## src/rtl/cond_logic.sv

```systemverilog
//==============================================================================
// Module      : cond_logic
// Description : ARM condition unit. Holds the NZCV flag register, evaluates the
//               Cond field against the stored flags and gates the PC, register
//               file and memory write enables. The optional skip counter is
//               built when COND_STATS_EN is defined.
// Revision    : 1.0 - initial release
//==============================================================================
`default_nettype none

module cond_logic #(
    parameter logic [3:0] FLAG_RST = 4'b0000
`ifdef COND_STATS_EN
    ,
    parameter int unsigned STAT_W = 16
`endif
) (
    input  logic        clk,
    input  logic        reset,
    input  logic [3:0]  Cond,
    input  logic [3:0]  ALUFlags,
    input  logic [1:0]  FlagW,
    input  logic        PCS,
    input  logic        RegW,
    input  logic        MemW,
    output logic        PCSrc,
    output logic        RegWrite,
    output logic        MemWrite,
    output logic        CondEx,
    output logic [3:0]  Flags
`ifdef COND_STATS_EN
    ,
    input  logic              StatClr,
    output logic [STAT_W-1:0] SkipCount
`endif
);

    logic [3:0] flags_q;
    logic [3:0] flags_d;
    logic       cond_ex;
    logic       flag_n;
    logic       flag_z;
    logic       flag_c;
    logic       flag_v;

    assign {flag_n, flag_z, flag_c, flag_v} = flags_q;

    always_comb begin
        cond_ex = 1'b0;
        case (Cond)
            4'b0000: cond_ex = flag_z;
            4'b0001: cond_ex = ~flag_z;
            4'b0010: cond_ex = flag_c;
            4'b0011: cond_ex = ~flag_c;
            4'b0100: cond_ex = flag_n;
            4'b0101: cond_ex = ~flag_n;
            4'b0110: cond_ex = flag_v;
            4'b0111: cond_ex = ~flag_v;
            4'b1000: cond_ex = flag_c & ~flag_z;
            4'b1001: cond_ex = ~flag_c | flag_z;
            4'b1010: cond_ex = (flag_n == flag_v);
            4'b1011: cond_ex = (flag_n != flag_v);
            4'b1100: cond_ex = ~flag_z & (flag_n == flag_v);
            4'b1101: cond_ex = flag_z | (flag_n != flag_v);
            4'b1110: cond_ex = 1'b1;
            default: cond_ex = 1'b0;
        endcase
    end

    // N,Z and C,V halves load independently, and only for executed instructions
    always_comb begin
        flags_d = flags_q;
        if (cond_ex) begin
            if (FlagW[1]) begin
                flags_d[3:2] = ALUFlags[3:2];
            end
            if (FlagW[0]) begin
                flags_d[1:0] = ALUFlags[1:0];
            end
        end
    end

    always_ff @(posedge clk or posedge reset) begin
        if (reset) begin
            flags_q <= FLAG_RST;
        end else begin
            flags_q <= flags_d;
        end
    end

    assign CondEx   = cond_ex;
    assign PCSrc    = PCS  & cond_ex;
    assign RegWrite = RegW & cond_ex;
    assign MemWrite = MemW & cond_ex;
    assign Flags    = flags_q;

`ifdef COND_STATS_EN
    logic [STAT_W-1:0] skip_q;
    logic [STAT_W-1:0] skip_d;

    // Clear wins over a same-cycle increment; the count sticks at all-ones
    always_comb begin
        skip_d = skip_q;
        if (StatClr) begin
            skip_d = '0;
        end else if (!cond_ex && (skip_q != {STAT_W{1'b1}})) begin
            skip_d = skip_q + {{(STAT_W-1){1'b0}}, 1'b1};
        end
    end

    always_ff @(posedge clk or posedge reset) begin
        if (reset) begin
            skip_q <= '0;
        end else begin
            skip_q <= skip_d;
        end
    end

    assign SkipCount = skip_q;
`endif

endmodule

`default_nettype wire

```

## config.mk

```make
export PLATFORM = sky130hd
export DESIGN_NAME = cond_logic
export DESIGN_NICKNAME = d
export VERILOG_FILES = /design/src/rtl/cond_logic.sv
export SDC_FILE = /design/constraint.sdc
export NUM_CORES = 1
export LEC_CHECK = 0
export BUFFER_PORTS_ARGS = -buffer_cell sky130_fd_sc_hd__buf_2
export CORE_AREA = 4 4 41 43
export DETAILED_ROUTE_END_ITERATION = 12
export DIE_AREA = 0 0 45 47
export GPL_TIMING_DRIVEN = 0
export PLACE_DENSITY = 0.55
export SLEW_MARGIN = 20
export SYNTH_ARGS = -nofsm -noshare
export SYNTH_HDL_FRONTEND = slang
export SYNTH_SLANG_ARGS = --single-unit
```

## constraint.sdc

```tcl
create_clock -name clk -period 7.7 [get_ports clk]
set_clock_uncertainty 0.15 [all_clocks]
set_input_delay 2.31 -clock clk [delete_from_list [all_inputs] [get_ports clk]]
set_output_delay 2.31 -clock clk [all_outputs]
set_load 0.01 [all_outputs]
```

==> flow_metrics.py, run 1 <==
metrics = {
    "synth": {
        "ys_seq_elements": 4,
        "synth-xor-area-share_pct": 6.95,
        "ys_warn_count": 0,
        "synthesis.area_um2": 378,
        "synth-edff-count": 0,
        "synthTopCellsByArea": "dfrtp_1 (26%), mux2_1 (6.0%), mux2_2 (6.0%)",
        "synth_top_family_by_area": "simple AND/OR/NAND/NOR gates",
        "syn-mean-instance-area_um2": 9.45,
        "synthSimpleGateAreaFrac_pct": 26.5,
        "ys_seq_area_share_pct": 26.5,
        "synthMuxAreaShare_pct": 17.2,
        "syn_inst": 40,
        "synth_nets": 55,
        "synthTopCellsByCount": "dfrtp_1 (4), and2_1 (3), inv_1 (3)",
        "synth.most_common_cell": "dfrtp_1",
        "synthFlopType": "dfrtp_1",
        "synth.largest_area_cell": "dfrtp_1",
        "synthAdderAreaFrac_pct": 0,
        "async_flop_share_pct": 100,
        "synth_compound_area_share_pct": 17.5,
        "synth_cell_types": 27,
        "yosysTopAreaCellShare_pct": 26.5,
    },
    "global_route": {
        "antenna_found_initial": 0,
        "grt_max_degree": 11,
        "overflow": 0,
        "grt_util_all_layers_pct": 9.03,
        "grt_pass1_vias": 339,
        "grt_pass1_wl_mm": 1.43,
    },
    "route": {
        "wire_per_inst_um": 11.4,
        "drtIter0Drc": 3,
        "vias": 393,
        "dr.pass1.iters": 4,
        "ant_nets": 0,
        "wirelength_um": 892,
        "drt-vias-per-instance": 5.04,
        "drcViolationCount": 0,
    },
    "cells_and_area": {
        "layout-drive-gt1-share_pct": 46.0,
        "fillerInstances": 136,
        "area_growth_pct": 37.4,
        "antenna_cells": 0,
        "post-route-util_pct": 39.9,
        "regArea_um2": 100,
        "largest_register_ffs": 4,
        "nets": 80,
        "multi_input_area_um2": 258,
    },
    "run": {
        "cap_viol_max_count": 0,
    },
    "placed_design": {
        "io_buffers": 20,
        "dp_hpwl_um": 755,
        "gp_congestion": 0.637,
        "pre_cts_ws_ps": 1390,
    },
    "clock_tree": {
        "cts_buffers": 3,
        "ctsHoldBuffers": 0,
        "post_cts_resized": 0,
        "cts_max_level": 1,
        "tritoncts": "yes",
        "cts-root-buf": "clkbuf_4",
        "clk_latency_ps": 230,
        "cts_setup_buffers": 0,
        "clock_path_buffers": 2,
        "cts.sinks": 4,
        "path_clk_slew_ps": 40,
    },
    "timing": {
        "finalMaxSlewViolations": 0,
        "min_period_over_period_pct": 82.1,
        "whs_ps": 438,
        "max_freq_ghz": 0.158,
        "setup-tns-final_ps": 0,
        "period_minus_slack_ps": 6320,
        "worst_slack_ps": 1380,
        "worst_pin_slew_ps": 447,
        "hold_viol_final": 0,
        "rsz0062_at_grt": "no",
        "setup_viol": 0,
        "slew_headroom_pct": 70.1,
    },
    "power_and_ir_drop": {
        "power.density_mw_per_mm2": 303,
        "power_w": 0.000157,
        "pwr-share-comb_pct": 53.9,
        "switchingPower_w": 0.0000632,
        "switching_share_pct": 40.1,
        "clock_power_share_pct": 15.8,
        "p_leak_nw": 0.255,
        "p_int_w": 0.0000942,
        "p_seq_share_pct": 30.2,
        "ir_worst_vdd_mv": 0.139,
    },
    "worst_hold_path": {
        "hold_depth": 1,
        "hold_path_class": "reg2reg",
        "worstHoldStart": "Flags[0]$_DFFE_PP0P_",
        "hold_end": "Flags[0]$_DFFE_PP0P_",
    },
    "setup_path": {
        "critPathKind": "in2out",
        "reg2reg_depth": 5,
        "start_kind": "primary input",
        "cp_max_fo": 7,
        "crit_arrival_ps": 3860,
        "r2r_slack_ps": 5570,
        "required_ps": 5240,
        "reg2reg_to": "Flags[2]$_DFFE_PP0P_",
        "endpoint_kind": "primary output",
        "timing.rr.start": "Flags[3]$_DFFE_PP0P_",
    },
    "die": {
        "ios": 23,
        "design.core.area_mm2": 0.00130,
        "start_util_pct": 29.0,
        "core.rowCount": 13,
        "die_w_um": 45,
        "die_h_um": 47,
        "die_area_mm2": 0.00212,
    },
    "run_status": {
        "status": "finished, final reports clean",
    },
}
per-layer routing:
metal | GRT usage [%] | up-vias | wire [um]
li1 | - | 201 | -
met1 | 13.5 | 175 | 394
met2 | 11.9 | 17 | 404
met3 | 1.53 | 0 | 93
met4 | 5.26 | 0 | 0
met5 | 0 | - | 0
worst max-delay path, stage by stage:
cell and delay (ps):
buf_2 140, and2_4 170, or4b_1 480, a311oi_2 310, or3_1 210, and2_1 130, buf_2 120
power by group through the flow:
stage,Sequential [W],Clock (W),Combinational [W]
floorplan,0.0000498,0,0.0000535
global placement,0.0000484,0,0.0000852
detailed placement,0.0000485,0,0.0000861
CTS,0.0000483,0.0000265,0.0000864
global route,0.0000504,0.0000274,0.0000930
finish,0.0000475,0.0000249,0.0000849
how the worst max path moves through the flow:
stage / slack, ps / startpoint / cells past startpoint / endpoint
floorplan: 1610 / Cond[0] / 5 / MemWrite
global placement: 1390 / Cond[3] / 7 / RegWrite
detailed placement: 1390 / Cond[3] / 7 / PCSrc
CTS: 1380 / Cond[3] / 7 / PCSrc
global route: 1260 / Cond[3] / 7 / PCSrc
finish: 1380 / Cond[3] / 7 / PCSrc
metrics by stage:
step                std cells  instance area [um^2]
floorplan                  40                   378
global placement           75                   497
detailed placement         75                   497
CTS                        78                   519
global route               78                   519
finish                     78                   519
cells in the final DEF (no fill, tap or decap):
master / instances
or4_1: 1
nand3b_1: 1
mux2_1: 2
nor2_1: 1
nand4bb_1: 1
or4b_1: 1
clkbuf_4: 3
o31ai_1: 2
mux2_2: 2
or3_1: 1
nand3_1: 2
o32ai_1: 1
nand2b_1: 1
and2_4: 1
inv_1: 3
o221a_2: 1
dfrtp_1: 4
and2_1: 3
mux2i_1: 2
nand4_1: 1
buf_2: 21
xor2_1: 2
o2111ai_1: 1
nand2_1: 1
xnor2_1: 1
a311oi_2: 1
buf_1: 1
a22oi_1: 1
final cells by class:
type | count | area share (%)
Inverter | 3 | 2.17
Tap cell | 15 | 3.61
Buffer | 2 | 1.69
Timing Repair Buffer | 20 | 19.3
Clock buffer | 3 | 4.34
Multi-Input combinational cell | 31 | 49.6
Sequential cell | 4 | 19.3
cells by family after synthesis:
| kind of cell | count (synthesis) |
|---|---|
| buffers and inverters | 5 |
| AO/OA/AOI/OAI | 7 |
| XOR/XNOR | 3 |
| multiplexers | 6 |
| AND/OR/NAND/NOR | 15 |
| flip-flops | 4 |
Note: power is estimated with default switching activity, not from simulation.
==> run 2, diff against run 1 <==
Settings changed: ABC_AREA set to 1, CORE_AREA 4 4 41 43 to 4 4 43 45, DIE_AREA 0 0 45 47 to 0 0 47 49, PLACE_DENSITY 0.55 to 0.53.
Clock period 7.7 ns to 6.3 ns, I/O delays scaled along.
==> run 2 against run 1 <==
Via count rose by 30%. Combinational power rose by 16%. Total power rose by 17%. Clock power rose by 27%. First-iteration DRC count rose by 100%. Clock-buffer cell count did not move. Core utilization fell by 0.96 points. Largest power group unchanged. Highest routed layer is now met4.
==> flow_metrics.py, run 2 <==
metrics = {
    "run_status": {
        "status": "finished, final reports clean",
    },
    "die": {
        "die_area_mm2": 0.00230,
        "start_util_pct": 28.6,
        "die_h_um": 49,
        "ios": 23,
        "design.core.area_mm2": 0.00147,
        "die_w_um": 47,
        "core.rowCount": 14,
    },
    "synth": {
        "synthTopCellsByCount": "nand2_1 (27), inv_1 (11), nand3_1 (11), nor2_1 (6)",
        "async_flop_share_pct": 100,
        "synthTopCellsByArea": "nand2_1 (24%), dfrtp_1 (24%), nand3_1 (13%)",
        "synth-edff-count": 0,
        "ys_warn_count": 0,
        "ys_seq_elements": 4,
        "syn-mean-instance-area_um2": 5.76,
        "synth.largest_area_cell": "nand2_1",
        "synthesis.area_um2": 420,
        "synth_nets": 88,
        "synth.most_common_cell": "nand2_1",
        "syn_inst": 73,
        "yosysTopAreaCellShare_pct": 24.1,
        "synthFlopType": "dfrtp_1",
        "synth_cell_types": 14,
        "ys_seq_area_share_pct": 23.8,
    },
    "clock_tree": {
        "cts-root-buf": "clkbuf_4",
        "cts_buffers": 3,
        "clock_path_buffers": 2,
        "path_clk_slew_ps": 40,
        "post_cts_resized": 0,
        "cts_max_level": 1,
        "cts.sinks": 4,
        "clk_latency_ps": 240,
        "tritoncts": "yes",
        "ctsHoldBuffers": 0,
        "cts_setup_buffers": 0,
    },
    "route": {
        "vias": 509,
        "dr.pass1.iters": 3,
        "drt-vias-per-instance": 4.46,
        "ant_nets": 0,
        "wirelength_mm": 1.06,
        "drtIter0Drc": 6,
        "drcViolationCount": 0,
        "wire_per_inst_um": 9.31,
    },
    "placed_design": {
        "dp_hpwl_um": 910,
        "io_buffers": 22,
        "gp_congestion": 0.833,
    },
    "cells_and_area": {
        "area_growth_pct": 36.3,
        "fillerInstances": 186,
        "layout-drive-gt1-share_pct": 33.7,
        "largest_register_ffs": 4,
        "mostFrequentLayoutCells": "nand2_1 (27), buf_2 (22), inv_1 (11), nand3_1 (11), nor2_1 (6)",
        "nets": 115,
        "regArea_um2": 100,
        "post-route-util_pct": 38.9,
        "antenna_cells": 0,
        "multi_input_area_um2": 279,
        "layout_commonest_cell": "nand2_1",
    },
    "global_route": {
        "grt_util_all_layers_pct": 10.3,
        "grt_pass1_wl_mm": 1.77,
        "antenna_found_initial": 0,
        "grt_max_degree": 8,
        "overflow": 0,
        "grt_pass1_vias": 433,
    },
    "worst_hold_path": {
        "hold_path_class": "reg2reg",
    },
    "setup_path": {
        "cp_max_fo": 5,
        "crit_arrival_ps": 2870,
        "critPathKind": "in2out",
        "endpoint_kind": "primary output",
        "start_kind": "primary input",
        "required_ps": 4260,
    },
    "power_and_ir_drop": {
        "p_leak_nw": 0.355,
        "ir_worst_vdd_mv": 0.202,
        "power.density_mw_per_mm2": 321,
        "power_w": 0.000184,
    },
    "timing": {
        "rsz0062_at_grt": "no",
        "setup_viol": 0,
        "slew_headroom_pct": 86.5,
        "finalMaxSlewViolations": 0,
        "worst_pin_slew_ps": 202,
        "setup-tns-final_ps": 0,
        "hold_viol_final": 0,
        "period_minus_slack_ps": 4910,
        "min_period_over_period_pct": 78.0,
        "max_freq_ghz": 0.204,
    },
    "run": {
        "cap_viol_max_count": 0,
    },
}
## run 2: changes by cell type in the layout (fill, tap and decap cells not counted), moves of 3 or more
cell / change
a21boi_0: +3
and2_1: -3
inv_1: +8
nand2_1: +26
nand2_2: +4
nand3_1: +9
nor2_1: +5
## run 2: path summary, 6_finish.rpt
kind | from | end | slack [ps] | cells past startpoint
min | Flags[1]$_DFFE_PP0P_ | Flags[1]$_DFFE_PP0P_ | 370 | 2
min in group asynchronous | reset | Flags[2]$_DFFE_PP0P_ | 1370 | 2
max | Cond[1] | RegWrite | 1390 | 10
max in group asynchronous | reset | Flags[3]$_DFFE_PP0P_ | 4480 | 2
min reg2reg | Flags[1]$_DFFE_PP0P_ | Flags[1]$_DFFE_PP0P_ | 370 | 2
max reg2reg | Flags[0]$_DFFE_PP0P_ | Flags[2]$_DFFE_PP0P_ | 4800 | 10
## run 2: cell type report
class	instances	share of cell area, %
multi-input cells	58	48.7
repair buffers	22	19.2
flip-flops and latches	4	17.5
inverters	11	7.21
clock buffers	3	3.93
well taps	16	3.49
## run 2: layer usage
| metal | part of all wire (%) | global-route usage (%) | up-vias |
|---|---|---|---|
| li1 | - | - | 277 |
| met1 | 46 | 15.3 | 212 |
| met2 | 43 | 14.0 | 18 |
| met3 | 9.3 | 3.32 | 2 |
| met4 | 0.94 | 2.76 | 0 |
| met5 | 0 | 0 | - |
## run 2: critical path: stages
cell	delay, ps
buf_2	130
inv_1	60
nor2_1	130
o21ai_0	100
nand2_1	60
nand2_1	40
nand2_1	70
nor2_2	60
a21boi_0	180
buf_2	160
## run 2: report_power, final
part | switching, W | leakage (nW) | internal [W] | total (W)
Combinational | 0.0000600 | 0.292 | 0.0000387 | 0.0000987
Sequential | 0.0000159 | 0.0495 | 0.0000380 | 0.0000539
Clock | 0.0000104 | 0.0138 | 0.0000213 | 0.0000317
Total | 0.0000862 | 0.355 | 0.0000980 | 0.000184
## run 2: cells by family (layout without fill, tap and decap cells)
logic type             after synthesis  after routing  share of synthesized area [%]
and+or+nand+nor                     52             52                           56.5
AOI/OAI and AO/OA                    6              6                           9.82
buffers and inverters               11             36                           9.82
DFF                                  4              4                           23.8
## run 2: stage by stage
stage / cells / area, um^2 / setup WS (ps) / hold WS, ps
detailed placement: 111 / 551 / 1390 / 362
global placement: 111 / 551 / 1420 / 362
finish: 114 / 573 / 1390 / 368
CTS: 114 / 573 / 1390 / 372
floorplan: 73 / 420 / 1620 / 389
global route: 114 / 573 / 1200 / 411
==> run 3, diff against run 2 <==
Settings changed: PLACE_DENSITY 0.53 to 0.55.
Clock period 6.3 ns to 4 ns, I/O delays scaled along.
==> run 3 against run 2 <==
Clock power rose by 54%. Sequential share of layout area did not move. Final area did not move. Non-clock buffer count did not move. Largest power group unchanged.
==> flow_metrics.py, run 3 (synthesized netlist as in run 2, its figures left out) <==
metrics = {
    "route": {
        "wirelength_mm": 1.04,
        "drtIter0Drc": 9,
        "ant_nets": 0,
        "wire_per_inst_um": 9.16,
        "dr.pass1.iters": 2,
        "drt-vias-per-instance": 4.67,
        "drcViolationCount": 0,
        "vias": 532,
    },
    "power_and_ir_drop": {
        "power.density_mw_per_mm2": 503,
        "p_leak_nw": 0.355,
        "ir_worst_vdd_mv": 0.287,
    },
    "clock_tree": {
        "path_clk_slew_ps": 40,
        "clk_latency_ps": 230,
        "cts_setup_buffers": 0,
        "clock_path_buffers": 2,
        "cts_buffers": 3,
        "tritoncts": "yes",
        "ctsHoldBuffers": 0,
        "cts.sinks": 4,
        "cts-root-buf": "clkbuf_4",
        "cts_max_level": 1,
        "post_cts_resized": 0,
    },
    "global_route": {
        "antenna_found_initial": 0,
        "grt_pass1_wl_mm": 1.78,
        "grt_util_all_layers_pct": 10.3,
        "top_usage_layer": "met2",
        "overflow": 0,
        "gr-usage-met3_pct": 2.58,
        "use_met1_pct": 13.6,
        "grt_max_degree": 8,
        "grt_pass1_vias": 444,
        "grtUsageMet2_pct": 14.9,
    },
    "setup_path": {
        "path_cells": "buf_2 -> inv_1 -> nor2_1 -> o21ai_0 -> nand2_1 -> nand2_1 -> nand2_1 -> nor2_2 -> a21boi_0 -> buf_2",
        "cp_common_cell": "nand2_1",
        "endpoint_kind": "primary output",
        "crit_arrival_ps": 2190,
        "required_ps": 2650,
        "critPathKind": "in2out",
        "cp_slowest_stage_delay_ps": 180,
        "slowest_stage": "a21boi_0",
        "cp_max_fo": 5,
        "start_kind": "primary input",
    },
    "die": {
        "die_h_um": 49,
        "die_area_mm2": 0.00230,
        "design.core.area_mm2": 0.00147,
        "die_w_um": 47,
        "start_util_pct": 28.6,
        "core.rowCount": 14,
        "ios": 23,
    },
    "cells_and_area": {
        "largest_register_ffs": 4,
        "post-route-util_pct": 38.9,
        "layout_commonest_cell": "nand2_1",
        "mostFrequentLayoutCells": "nand2_1 (27), buf_2 (22), inv_1 (11), nand3_1 (11), nor2_1 (6)",
        "area_growth_pct": 36.3,
        "nets": 115,
        "layout-drive-gt1-share_pct": 33.7,
        "antenna_cells": 0,
    },
    "worst_hold_path": {
        "hold_path_class": "reg2reg",
    },
    "placed_design": {
        "gp_congestion": 0.804,
        "dp_hpwl_um": 894,
        "io_buffers": 22,
    },
    "timing": {
        "finalMaxSlewViolations": 0,
        "hold_viol_final": 0,
        "min_period_over_period_pct": 88.5,
        "period_minus_slack_ps": 3540,
        "rsz0062_at_grt": "no",
        "worst_pin_slew_ps": 227,
        "max_freq_ghz": 0.282,
        "setup_viol": 0,
        "setup-tns-final_ps": 0,
        "slew_headroom_pct": 84.9,
    },
    "run": {
        "cap_viol_max_count": 0,
    },
    "run_status": {
        "status": "finished, final reports clean",
    },
}
==> run 3: cell counts in the layout (fill, tap and decap cells not counted) <==
No cell type changed its count.
==> run 3: path summary, 6_finish.rpt <==
path | from | to | slack, ps | cells after the start
worst max-delay path | Cond[1] | RegWrite | 460 | 10
worst min-delay path | Flags[1]$_DFFE_PP0P_ | Flags[1]$_DFFE_PP0P_ | 360 | 2
min in group asynchronous | reset | Flags[0]$_DFFE_PP0P_ | 690 | 2
worst max register to register | Flags[3]$_DFFE_PP0P_ | Flags[2]$_DFFE_PP0P_ | 2480 | 10
max in group asynchronous | reset | Flags[2]$_DFFE_PP0P_ | 2870 | 2
worst min register to register | Flags[1]$_DFFE_PP0P_ | Flags[1]$_DFFE_PP0P_ | 360 | 2
==> run 3: where the power goes <==
part / internal, W / switching [W]
clock: 0.0000335 / 0.0000153
combinational: 0.0000609 / 0.0000935
sequential: 0.0000599 / 0.0000250
total: 0.000154 / 0.000134
==> run 3: cell type report <==
cell class                      instances  area, um^2
Fill cell                             173         898
Timing Repair Buffer                   22         110
Multi-Input combinational cell         58         279
Clock buffer                            3        22.5
Inverter                               11        41.3
Sequential cell                         4         100
Tap cell                               16        20.0
==> run 3: worst max-delay path: cells and delay by family <==
family / cells / cell delay [ps]
buf+inv: 3 / 330
compound gates: 2 / 290
simple gates: 5 / 370
==> run 3: metal layers <==
metal  share of wire, %  vias up
met5                  0        -
met4                1.4        0
met3                9.5        2
met2                 46       19
met1                 43      228
li1                   -      283
==> run 3: through the flow <==
step                power [W]  area (um^2)  setup WS [ps]  cells  hold WS, ps
CTS                  0.000294          573            462    114          371
floorplan            0.000184          420            699     73          389
global placement     0.000241          551            501    111          357
detailed placement   0.000243          551            465    111          362
global route         0.000318          573            296    114          424
finish               0.000288          573            459    114          360
